--- src/rtl/exe_div_seq_if.sv ---
// Operand/result handshake between execute and the
// multi-cycle divide/remainder sequencer.
interface exe_div_seq_if #(
  parameter int XLEN = 64
);
  logic            div_valid_i;
  logic            div_ready_o;
  logic [1:0]      div_op_i;
  logic            div_word_i;
  logic [XLEN-1:0] dividend_i;
  logic [XLEN-1:0] divisor_i;
  logic            flush_i;
  logic [XLEN-1:0] div_out_o;
  logic            div_out_valid_o;
  logic            div_out_ready_i;
  logic            busy_o;

  modport master (
    output div_valid_i,
    output div_op_i,
    output div_word_i,
    output dividend_i,
    output divisor_i,
    output flush_i,
    output div_out_ready_i,
    input  div_ready_o,
    input  div_out_o,
    input  div_out_valid_o,
    input  busy_o
  );

  modport slave (
    input  div_valid_i,
    input  div_op_i,
    input  div_word_i,
    input  dividend_i,
    input  divisor_i,
    input  flush_i,
    input  div_out_ready_i,
    output div_ready_o,
    output div_out_o,
    output div_out_valid_o,
    output busy_o
  );
endinterface

--- src/rtl/exe_div_seq.sv ---
// RV64M DIV/DIVU/REM/REMU (+W) sequencer: restoring
// radix-2 divider, one quotient bit per cycle.
module exe_div_seq #(
  parameter int XLEN = 64
) (
  input  logic         clk,
  input  logic         rst,
  exe_div_seq_if.slave dif
);

  localparam int CW = $clog2(XLEN) + 1;
  localparam int HW = XLEN - 32;

  typedef enum logic [1:0] {
    IDLE,
    CALC,
    DONE
  } state_t;

  state_t state_q, state_d;

  logic [XLEN-1:0] rem_q, quo_q, dvs_q;
  logic [XLEN-1:0] out_q;
  logic [CW-1:0]   cnt_q;
  logic            rsel_q, word_q;
  logic            qneg_q, rneg_q, spec_q;
  logic            valid_q, busy_q;

  logic            accept, last;
  logic            sgn, is_rem, word;
  logic [XLEN-1:0] a_x, b_x, a_abs, b_abs;
  logic [XLEN-1:0] min_neg, spec_raw, spec_val;
  logic            sa, sb, div0, ovf;
  logic [XLEN:0]   sh;
  logic            ge;
  logic [XLEN-1:0] rem_n, quo_n, q_fix, r_fix;
  logic [XLEN-1:0] sel, res;

  assign dif.div_ready_o =
    (state_q == IDLE) & ~dif.flush_i;
  assign accept = dif.div_valid_i & dif.div_ready_o;
  assign last   = (cnt_q == CW'(1));

  // Operand preparation on the accept cycle
  assign sgn    = ~dif.div_op_i[0];
  assign is_rem = dif.div_op_i[1];
  assign word   = dif.div_word_i;

  always_comb begin
    a_x = dif.dividend_i;
    b_x = dif.divisor_i;
    if (word) begin
      a_x = {{HW{sgn & dif.dividend_i[31]}},
             dif.dividend_i[31:0]};
      b_x = {{HW{sgn & dif.divisor_i[31]}},
             dif.divisor_i[31:0]};
    end
  end

  assign sa    = sgn & a_x[XLEN-1];
  assign sb    = sgn & b_x[XLEN-1];
  assign a_abs = sa ? -a_x : a_x;
  assign b_abs = sb ? -b_x : b_x;

  assign min_neg = word ?
    {{(HW+1){1'b1}}, 31'b0} :
    {1'b1, {(XLEN-1){1'b0}}};

  assign div0 = (b_x == '0);
  assign ovf  = sgn & (a_x == min_neg) & (b_x == '1);

  always_comb begin
    spec_raw = '0;
    if (div0)
      spec_raw = is_rem ? a_x : '1;
    else
      spec_raw = is_rem ? '0 : a_x;
  end

  assign spec_val = word ?
    {{HW{spec_raw[31]}}, spec_raw[31:0]} :
    spec_raw;

  // One restoring step
  assign sh    = {rem_q, quo_q[XLEN-1]};
  assign ge    = (sh >= {1'b0, dvs_q});
  assign rem_n = ge ? XLEN'(sh - {1'b0, dvs_q})
                    : sh[XLEN-1:0];
  assign quo_n = {quo_q[XLEN-2:0], ge};

  assign q_fix = qneg_q ? -quo_n : quo_n;
  assign r_fix = rneg_q ? -rem_n : rem_n;
  assign sel   = rsel_q ? r_fix : q_fix;
  assign res   = word_q ?
    {{HW{sel[31]}}, sel[31:0]} : sel;

  // Next-state
  always_comb begin
    state_d = state_q;
    unique case (state_q)
      IDLE: if (accept) state_d = CALC;
      CALC: if (spec_q | last) state_d = DONE;
      DONE: if (dif.div_out_ready_i) state_d = IDLE;
      default: state_d = IDLE;
    endcase
    if (dif.flush_i) state_d = IDLE;
  end

  always_ff @(posedge clk or posedge rst) begin
    if (rst) begin
      state_q <= IDLE;
      valid_q <= 1'b0;
      busy_q  <= 1'b0;
    end else begin
      state_q <= state_d;
      valid_q <= (state_d == DONE);
      busy_q  <= (state_d != IDLE);
    end
  end

  // Datapath
  always_ff @(posedge clk or posedge rst) begin
    if (rst) begin
      rem_q  <= '0;
      quo_q  <= '0;
      dvs_q  <= '0;
      out_q  <= '0;
      cnt_q  <= '0;
      rsel_q <= 1'b0;
      word_q <= 1'b0;
      qneg_q <= 1'b0;
      rneg_q <= 1'b0;
      spec_q <= 1'b0;
    end else if (accept) begin
      rsel_q <= is_rem;
      word_q <= word;
      qneg_q <= sa ^ sb;
      rneg_q <= sa;
      spec_q <= div0 | ovf;
      dvs_q  <= b_abs;
      rem_q  <= '0;
      cnt_q  <= word ? CW'(XLEN/2) : CW'(XLEN);
      if (div0 | ovf)
        quo_q <= spec_val;
      else if (word)
        quo_q <= a_abs << (XLEN/2);
      else
        quo_q <= a_abs;
    end else if (state_q == CALC &&
                 !dif.flush_i) begin
      if (spec_q) begin
        out_q <= quo_q;
      end else begin
        rem_q <= rem_n;
        quo_q <= quo_n;
        cnt_q <= cnt_q - CW'(1);
        if (last) out_q <= res;
      end
    end
  end

  assign dif.div_out_o       = out_q;
  assign dif.div_out_valid_o = valid_q;
  assign dif.busy_o          = busy_q;

endmodule

--- src/flat_wrapper.sv ---
// flat-port wrapper written by rule: the top's interface ports become plain ports
module exe_div_seq_flat 
#(
  parameter int XLEN = 64
)
  (clk, rst, dif_div_valid_i, dif_div_op_i, dif_div_word_i, dif_dividend_i, dif_divisor_i, dif_flush_i, dif_div_out_ready_i, dif_div_ready_o, dif_div_out_o, dif_div_out_valid_o, dif_busy_o);
  exe_div_seq_if #(.XLEN(XLEN)) dif_i ();
  input  logic clk;
  input  logic rst;
  input wire logic [$bits(dif_i.div_valid_i)-1:0] dif_div_valid_i;
  input wire logic [$bits(dif_i.div_op_i)-1:0] dif_div_op_i;
  input wire logic [$bits(dif_i.div_word_i)-1:0] dif_div_word_i;
  input wire logic [$bits(dif_i.dividend_i)-1:0] dif_dividend_i;
  input wire logic [$bits(dif_i.divisor_i)-1:0] dif_divisor_i;
  input wire logic [$bits(dif_i.flush_i)-1:0] dif_flush_i;
  input wire logic [$bits(dif_i.div_out_ready_i)-1:0] dif_div_out_ready_i;
  output wire logic [$bits(dif_i.div_ready_o)-1:0] dif_div_ready_o;
  output wire logic [$bits(dif_i.div_out_o)-1:0] dif_div_out_o;
  output wire logic [$bits(dif_i.div_out_valid_o)-1:0] dif_div_out_valid_o;
  output wire logic [$bits(dif_i.busy_o)-1:0] dif_busy_o;
  assign dif_i.div_valid_i = dif_div_valid_i;
  assign dif_i.div_op_i = dif_div_op_i;
  assign dif_i.div_word_i = dif_div_word_i;
  assign dif_i.dividend_i = dif_dividend_i;
  assign dif_i.divisor_i = dif_divisor_i;
  assign dif_i.flush_i = dif_flush_i;
  assign dif_i.div_out_ready_i = dif_div_out_ready_i;
  assign dif_div_ready_o = dif_i.div_ready_o;
  assign dif_div_out_o = dif_i.div_out_o;
  assign dif_div_out_valid_o = dif_i.div_out_valid_o;
  assign dif_busy_o = dif_i.busy_o;
  exe_div_seq #(.XLEN(XLEN)) u_core (.clk(clk), .rst(rst), .dif(dif_i));
endmodule
--- config.mk ---
export PLATFORM = sky130hd
export DESIGN_NAME = exe_div_seq_flat
export DESIGN_NICKNAME = d
export VERILOG_FILES = /design/src/rtl/exe_div_seq_if.sv /design/src/rtl/exe_div_seq.sv /design/src/flat_wrapper.sv
export SDC_FILE = /design/constraint.sdc
export NUM_CORES = 1
export LEC_CHECK = 0
export BUFFER_PORTS_ARGS = -buffer_cell sky130_fd_sc_hd__buf_2
export CAP_MARGIN = 25
export CORE_MARGIN = 2
export CORE_UTILIZATION = 30
export CTS_CLUSTER_DIAMETER = 100
export DETAILED_ROUTE_END_ITERATION = 10
export HOLD_SLACK_MARGIN = 0.1
export SKIP_CTS_REPAIR_TIMING = 1
export SLEW_MARGIN = 30
export SYNTH_ARGS = -nofsm -noshare
export SYNTH_HDL_FRONTEND = slang
export SYNTH_SLANG_ARGS = --single-unit
--- constraint.sdc ---
create_clock -name clk -period 11.5 [get_ports clk]
set_input_delay 1.725 -clock clk [delete_from_list [all_inputs] [get_ports clk]]
set_output_delay 1.725 -clock clk [all_outputs]
set_load 0.05 [all_outputs]
==> flow_summary.ini, run 1 <==
[status]
status = finished, final reports clean

[critical_path]
cp-end-kind = flop
r2r-start = u_core.rem_q[50]$_DFFE_PP0P_
reg2reg_depth = 14
regToRegSetupSlack_ps = 4510
worstSetupEndpoint = u_core.dif.div_out_o[63]$_DFFE_PP0P_
critPathArrivalTime_ps = 7430
path_max_fanout = 48
timing.rr.end = u_core.dif.div_out_o[63]$_DFFE_PP0P_
cp_slowest_stage_delay_ps = 760
path_cells = ha_1 > and3_1 > nand3_1 > nor4_1 > a211oi_2 > buf_4 > nand2_4 > buf_4 > mux2i_1 > o21ai_0 > or4_4 > or4_4 > o311a_1 > or3_1
startpoint_type = flop
cp.required_ps = 11940
startpoint = u_core.rem_q[50]$_DFFE_PP0P_
worst_path_max_delay_cell = nor4_1
critical_path_class = flop to flop

[yosys]
yosys_warnings = 0
synth-edff-count = 0
syn_avg_cell_area_sq_um = 7.30
synth_flop_cell = dfrtp_1
synth_area_leaders = dfrtp_1, o21ai_0, nand2_1, a21oi_1, xnor2_1
synth_cell_type_count = 99
yosysSeqAreaShare_pct = 26.1
synth_top_area_share_pct = 26.1
async_flop_share_pct = 100
ys_seq_elements = 272
yosysTopAreaCell = dfrtp_1
syn-num-nets = 3785
syn-cell-area_sq_um = 26100
synthCells = 3577

[final_layout]
multiInputGateArea_sq_um = 18000
layout_common_cells = o21ai_0, nand2_1, nor2_1
fin_util_pct = 33.9
final_net_count = 3833
ff_latch_area_sq_um = 6810
drive_gt1_share_pct = 10.4
fillCellCount = 9384
final_common_cell = o21ai_0
finalNonFillerCells = 4803
areaGrowthSynthToFinish_pct = 12.3

[clock_tree]
cts_made_buffers = 35
cts_tree = built
cts.path.max_buffers = 3
clk_pin_slew_ps = 70
cts-root-buf = clkbuf_16
h-tree-depth = 2
clock_sinks = 272
clkLatencyLatePin_ps = 560

[timing]
finalCriticalPeriod_ps = 6990
finalHoldViolCount = 0
grt_setup_unrepaired = no
fmax_mhz = 143
skew_ps = 28.7
drv_slew = 0
worstMarginPinSlew_ps = 1060
setup_tns_ps = 0
finalSetupViolCount = 0
finalCritPeriodShare_pct = 60.8
slew_headroom_pct = 28.9

[die]
floorplan.initialDensity_pct = 30.2
die_w_microns = 299
fp.dieH_microns = 299
coreArea_sq_um = 86500
die-area_sq_um = 89400
io_pins = 203
num_rows = 108

[detailed_routing]
via_per_inst = 5.97
wl_microns = 119000
drt_iter0_drc = 3558
wl_per_cell_microns = 24.8
drc = 0
ant_nets = 0
vias = 28678
drt-pass1-iter-count = 6

[placed_design]
dp.cells = 4740
place.gp.congestion = 0.990
dp.final_hpwl_microns = 92600
port_buffers = 202

[global_routing]
grt_max_degree = 121
grt_pass1_vias = 26456
grt.total_usage_pct = 25.7
antenna_found_initial = 7
grt_pass1_wl_microns = 176000
grt_overflow_total = 0

[hold_path]
hp-class = flop to flop

[pwr]
ir_worst_vdd_mv = 0.131
power_density_nw_per_um2 = 181
leakagePower_uw = 0.0118

[job]
maxCapViolCount = 0
-- worst min path at each step --
stage                                           endpoint  slack (ps)  depth (start not counted)                                 start
finish               u_core.dif.div_out_o[3]$_DFFE_PP0P_         480                          2   u_core.dif.div_out_o[3]$_DFFE_PP0P_
floorplan                   u_core.dvs_q[52]$_DFFE_PP0P_         450                          2          u_core.dvs_q[52]$_DFFE_PP0P_
global route        u_core.dif.div_out_o[15]$_DFFE_PP0P_         500                          2  u_core.dif.div_out_o[15]$_DFFE_PP0P_
global placement    u_core.dif.div_out_o[19]$_DFFE_PP0P_         460                          2  u_core.dif.div_out_o[19]$_DFFE_PP0P_
CTS                  u_core.dif.div_out_o[4]$_DFFE_PP0P_         480                          2   u_core.dif.div_out_o[4]$_DFFE_PP0P_
detailed placement  u_core.dif.div_out_o[15]$_DFFE_PP0P_         470                          2  u_core.dif.div_out_o[15]$_DFFE_PP0P_
-- flip-flops by register name, indices dropped and copies added (netlist names), 2 cells and up --
register / flops
u_core.dvs_q: 64
u_core.cnt_q: 7
u_core.rem_q: 64
u_core.quo_q: 64
u_core.dif.div_out_o: 64
u_core.state_q: 2
-- cells by family (layout without fill, tap and decap cells) --
group	Yosys count	in the layout	synth area share (%)
fa+ha+maj	80	80	3.79
flops	272	272	26.1
simple gates	1276	1276	23.5
other cells	0	1	0
compound gates	1265	1265	30.3
mux	52	52	2.02
buf+inv	364	434	5.34
xor+xnor	268	268	8.99
-- power breakdown --
part	leakage [uW]	internal [uW]	total (uW)	switching, uW
sequential	0.00346	1230	1640	417
combinational	0.00775	755	2510	1760
clock	0.000572	675	1150	475
total	0.0118	2660	5310	2650
-- layer usage --
layer / track usage, % / vias up / share of wire (%)
li1: - / 13217 / -
met1: 35.1 / 13697 / 43
met2: 38.5 / 1500 / 42
met3: 4.29 / 262 / 8.6
met4: 14.5 / 2 / 6.5
met5: 0 / - / 0.0084
-- critical path: cells and delay by family (launching register included) --
kind	cells	cell delay [ps]
AND/OR/NAND/NOR	7	3330
buffers and inverters	2	970
AO/OA/AOI/OAI	3	940
multiplexers	1	590
adder cells (fa/ha/maj)	1	500
flip-flops	1	420
-- area by class of cell --
class	count	area share (%)
timing repair buffer	252	4.98
clock buffer	48	3.53
antenna	1	0.00853
inverter	123	1.60
tap	1155	4.93
multi-input combinational	2941	61.3
sequential	272	23.2
clock inverter	11	0.439
-- metrics by stage --
stage          hold slack (ps)  setup WS [ps]  total power [uW]  instance area [sq um]
6_report                   476           4510              5310                  29300
5_1_grt                    498           4120              5570                  29300
4_1_cts                    480           4660              5260                  29200
3_5_place_dp               466           4450              4100                  28100
3_3_place_gp               461           4430              4090                  28000
2_1_floorplan              449           2280              3200                  26100
-- cells in the mapped netlist, types with 14 or more instances --
master and n:
a21boi_0 14, ha_1 71, a21oi_1 291, o21a_1 30, a22o_1 18, or3_1 53
and2_1 25, buf_1 15, or4_1 26, nand2_1 403, clkbuf_1 203, nor2_1 331
and3_1 20, o41ai_1 29, mux2i_1 47, dfrtp_1 272, a21o_1 40, o221ai_1 20
xnor2_1 148, o31ai_1 69, o211ai_1 49, xor2_1 120, nand3_1 67, a211oi_1 53
o22ai_1 17, nand2b_1 31, nand4_1 57, a22oi_1 30, o21ai_0 434, inv_1 120
buf_2 21, or2_2 14, a31oi_1 38, nor3_1 112, nor4_1 60
Power figures use the tool's default switching activity.
==> run 2, diff against run 1 <==
ABC_AREA = 1   (was unset)
clock period = 6.1 ns   (was 11.5 ns; I/O delays follow)
==> flow_summary.ini, run 2 <==
[clock_tree]
cts_made_buffers = 31
cts-root-buf = clkbuf_16
clock_sinks = 272
cts_tree = built
cts.path.max_buffers = 3
h-tree-depth = 1
clkLatencyLatePin_ps = 630
clk_pin_slew_ps = 70

[critical_path]
critical_path_class = flop to flop
critPathArrivalTime_ps = 6080
cp-end-kind = flop
cp_slowest_stage_delay_ps = 430
path_max_fanout = 4
critPathMostFrequentCell = nand2_1
startpoint_type = flop
worst_path_max_delay_cell = dfrtp_1
cp.required_ps = 6640

[pwr]
power_density_nw_per_um2 = 523
ir_worst_vdd_mv = 0.283
leakagePower_uw = 0.0173

[detailed_routing]
via_per_inst = 5.30
drt-pass1-iter-count = 8
drt_iter0_drc = 3838
ant_nets = 0
wl_per_cell_microns = 21.6
vias = 34439
drc = 0
wl_microns = 141000

[die]
die_w_microns = 315
fp.dieH_microns = 315
coreArea_sq_um = 96300
io_pins = 203
die-area_sq_um = 99200
num_rows = 114
floorplan.initialDensity_pct = 30.1

[final_layout]
areaGrowthSynthToFinish_pct = 11.6
final_common_cell = nand2_1
fillCellCount = 10908
finalNonFillerCells = 6502
diodes = 0
layout_common_cells = nand2_1, inv_1, nor2_1
fin_util_pct = 33.6
drive_gt1_share_pct = 7.96
final_net_count = 5411

[placed_design]
place.gp.congestion = 1.02
port_buffers = 202
dp.final_hpwl_microns = 112000
dp.cells = 6445

[timing]
setup_tns_ps = 0
worstMarginPinSlew_ps = 998
fmax_mhz = 180
skew_ps = 45.1
finalCritPeriodShare_pct = 91.0
drv_slew = 0
slew_headroom_pct = 32.9
grt_setup_unrepaired = no
finalSetupViolCount = 0
timing.hold.ws_ps = 401
finalHoldViolCount = 0
finalCriticalPeriod_ps = 5550

[status]
status = finished, final reports clean

[global_routing]
grt_overflow_total = 0
grt_max_degree = 98
grt_pass1_vias = 32067
antenna_found_initial = 2
grt_pass1_wl_microns = 207000
grt.total_usage_pct = 27.7

[job]
maxCapViolCount = 0

[yosys]
yosysSeqAreaShare_pct = 23.5
syn_avg_cell_area_sq_um = 5.68
yosys_warnings = 0
syn-num-nets = 5317
ys_seq_elements = 272
netlist_top_cells_count = nand2_1, inv_1, nor2_1
syn-cell-area_sq_um = 29000
synth_cell_type_count = 56
synth_top_area_share_pct = 23.5
yosysTopAreaCell = dfrtp_1
synth_area_leaders = dfrtp_1, nand2_1, inv_1, o21ai_0, nand3_1
yosysMostFrequentCell = nand2_1
synthCells = 5109
synth_flop_cell = dfrtp_1
async_flop_share_pct = 100
synth-edff-count = 0

[hold_path]
hp-class = input port to asynchronous set/reset pin
[run 2: path summary, 6_finish.rpt]
| check | from | end | slack, ps | depth (start not counted) |
|---|---|---|---|---|
| max reg2reg | u_core.rem_q[5]$_DFFE_PP0P_ | u_core.dif.div_out_o[62]$_DFFE_PP0P_ | 550 | 32 |
| min reg2reg | u_core.dif.div_out_o[31]$_DFFE_PP0P_ | u_core.dif.div_out_o[31]$_DFFE_PP0P_ | 470 | 2 |
| max in group asynchronous | rst | u_core.dif.div_out_o[44]$_DFFE_PP0P_ | 4190 | 4 |
| max | u_core.rem_q[5]$_DFFE_PP0P_ | u_core.dif.div_out_o[62]$_DFFE_PP0P_ | 550 | 32 |
| min | rst | u_core.dif.div_out_o[15]$_DFFE_PP0P_ | 400 | 2 |
| min in group clk | u_core.dif.div_out_o[31]$_DFFE_PP0P_ | u_core.dif.div_out_o[31]$_DFFE_PP0P_ | 470 | 2 |
[run 2: power by group]
part	leakage [uW]	switching [uW]	internal, uW
sequential	0.00354	590	2340
combinational	0.0132	8750	3220
clock	0.000524	884	1170
[run 2: critical path, delay by kind of cell, from the launching register on]
kind,cells,cell delay [ps]
adders and majority gates,2,580
AOI/OAI and AO/OA,4,840
buffers and inverters,4,340
and+or+nand+nor,22,3240
DFF,1,430
[run 2: final cells by class]
| type | count | area (sq um) | share of cell area [%] |
|---|---|---|---|
| tap | 1276 | 1600 | 4.93 |
| clock inverter | 19 | 230 | 0.711 |
| inverter | 760 | 2860 | 8.82 |
| sequential | 272 | 6810 | 21.0 |
| clock buffer | 37 | 848 | 2.62 |
| timing repair buffer | 266 | 1570 | 4.83 |
| multi-input combinational | 3872 | 18500 | 57.1 |
[run 2: cells by family (layout without fill, tap and decap cells)]
group	Yosys count	after routing	synth area share [%]
AO/OA/AOI/OAI	823	823	15.8
XOR/XNOR	135	135	4.08
adder cells (fa/ha/maj)	72	72	3.13
buffers and inverters	965	1082	12.9
flip-flops	272	272	23.5
AND/OR/NAND/NOR	2842	2842	40.6
[run 2: metrics by stage]
stage	total power [uW]	cell area, sq um	worst slack, ps
floorplan	10700	29000	1590
global placement	14600	31300	834
detailed placement	14600	31300	757
CTS	16700	32400	703
global route	18300	32400	155
finish	16900	32400	552
[run 2: metal layers]
layer	track usage (%)	up-vias	share of wire (%)
met3	3.74	323	7.8
met2	43.4	1650	44
met4	15.3	4	6.4
met5	0	-	0.019
li1	-	16498	-
met1	36.6	15964	42
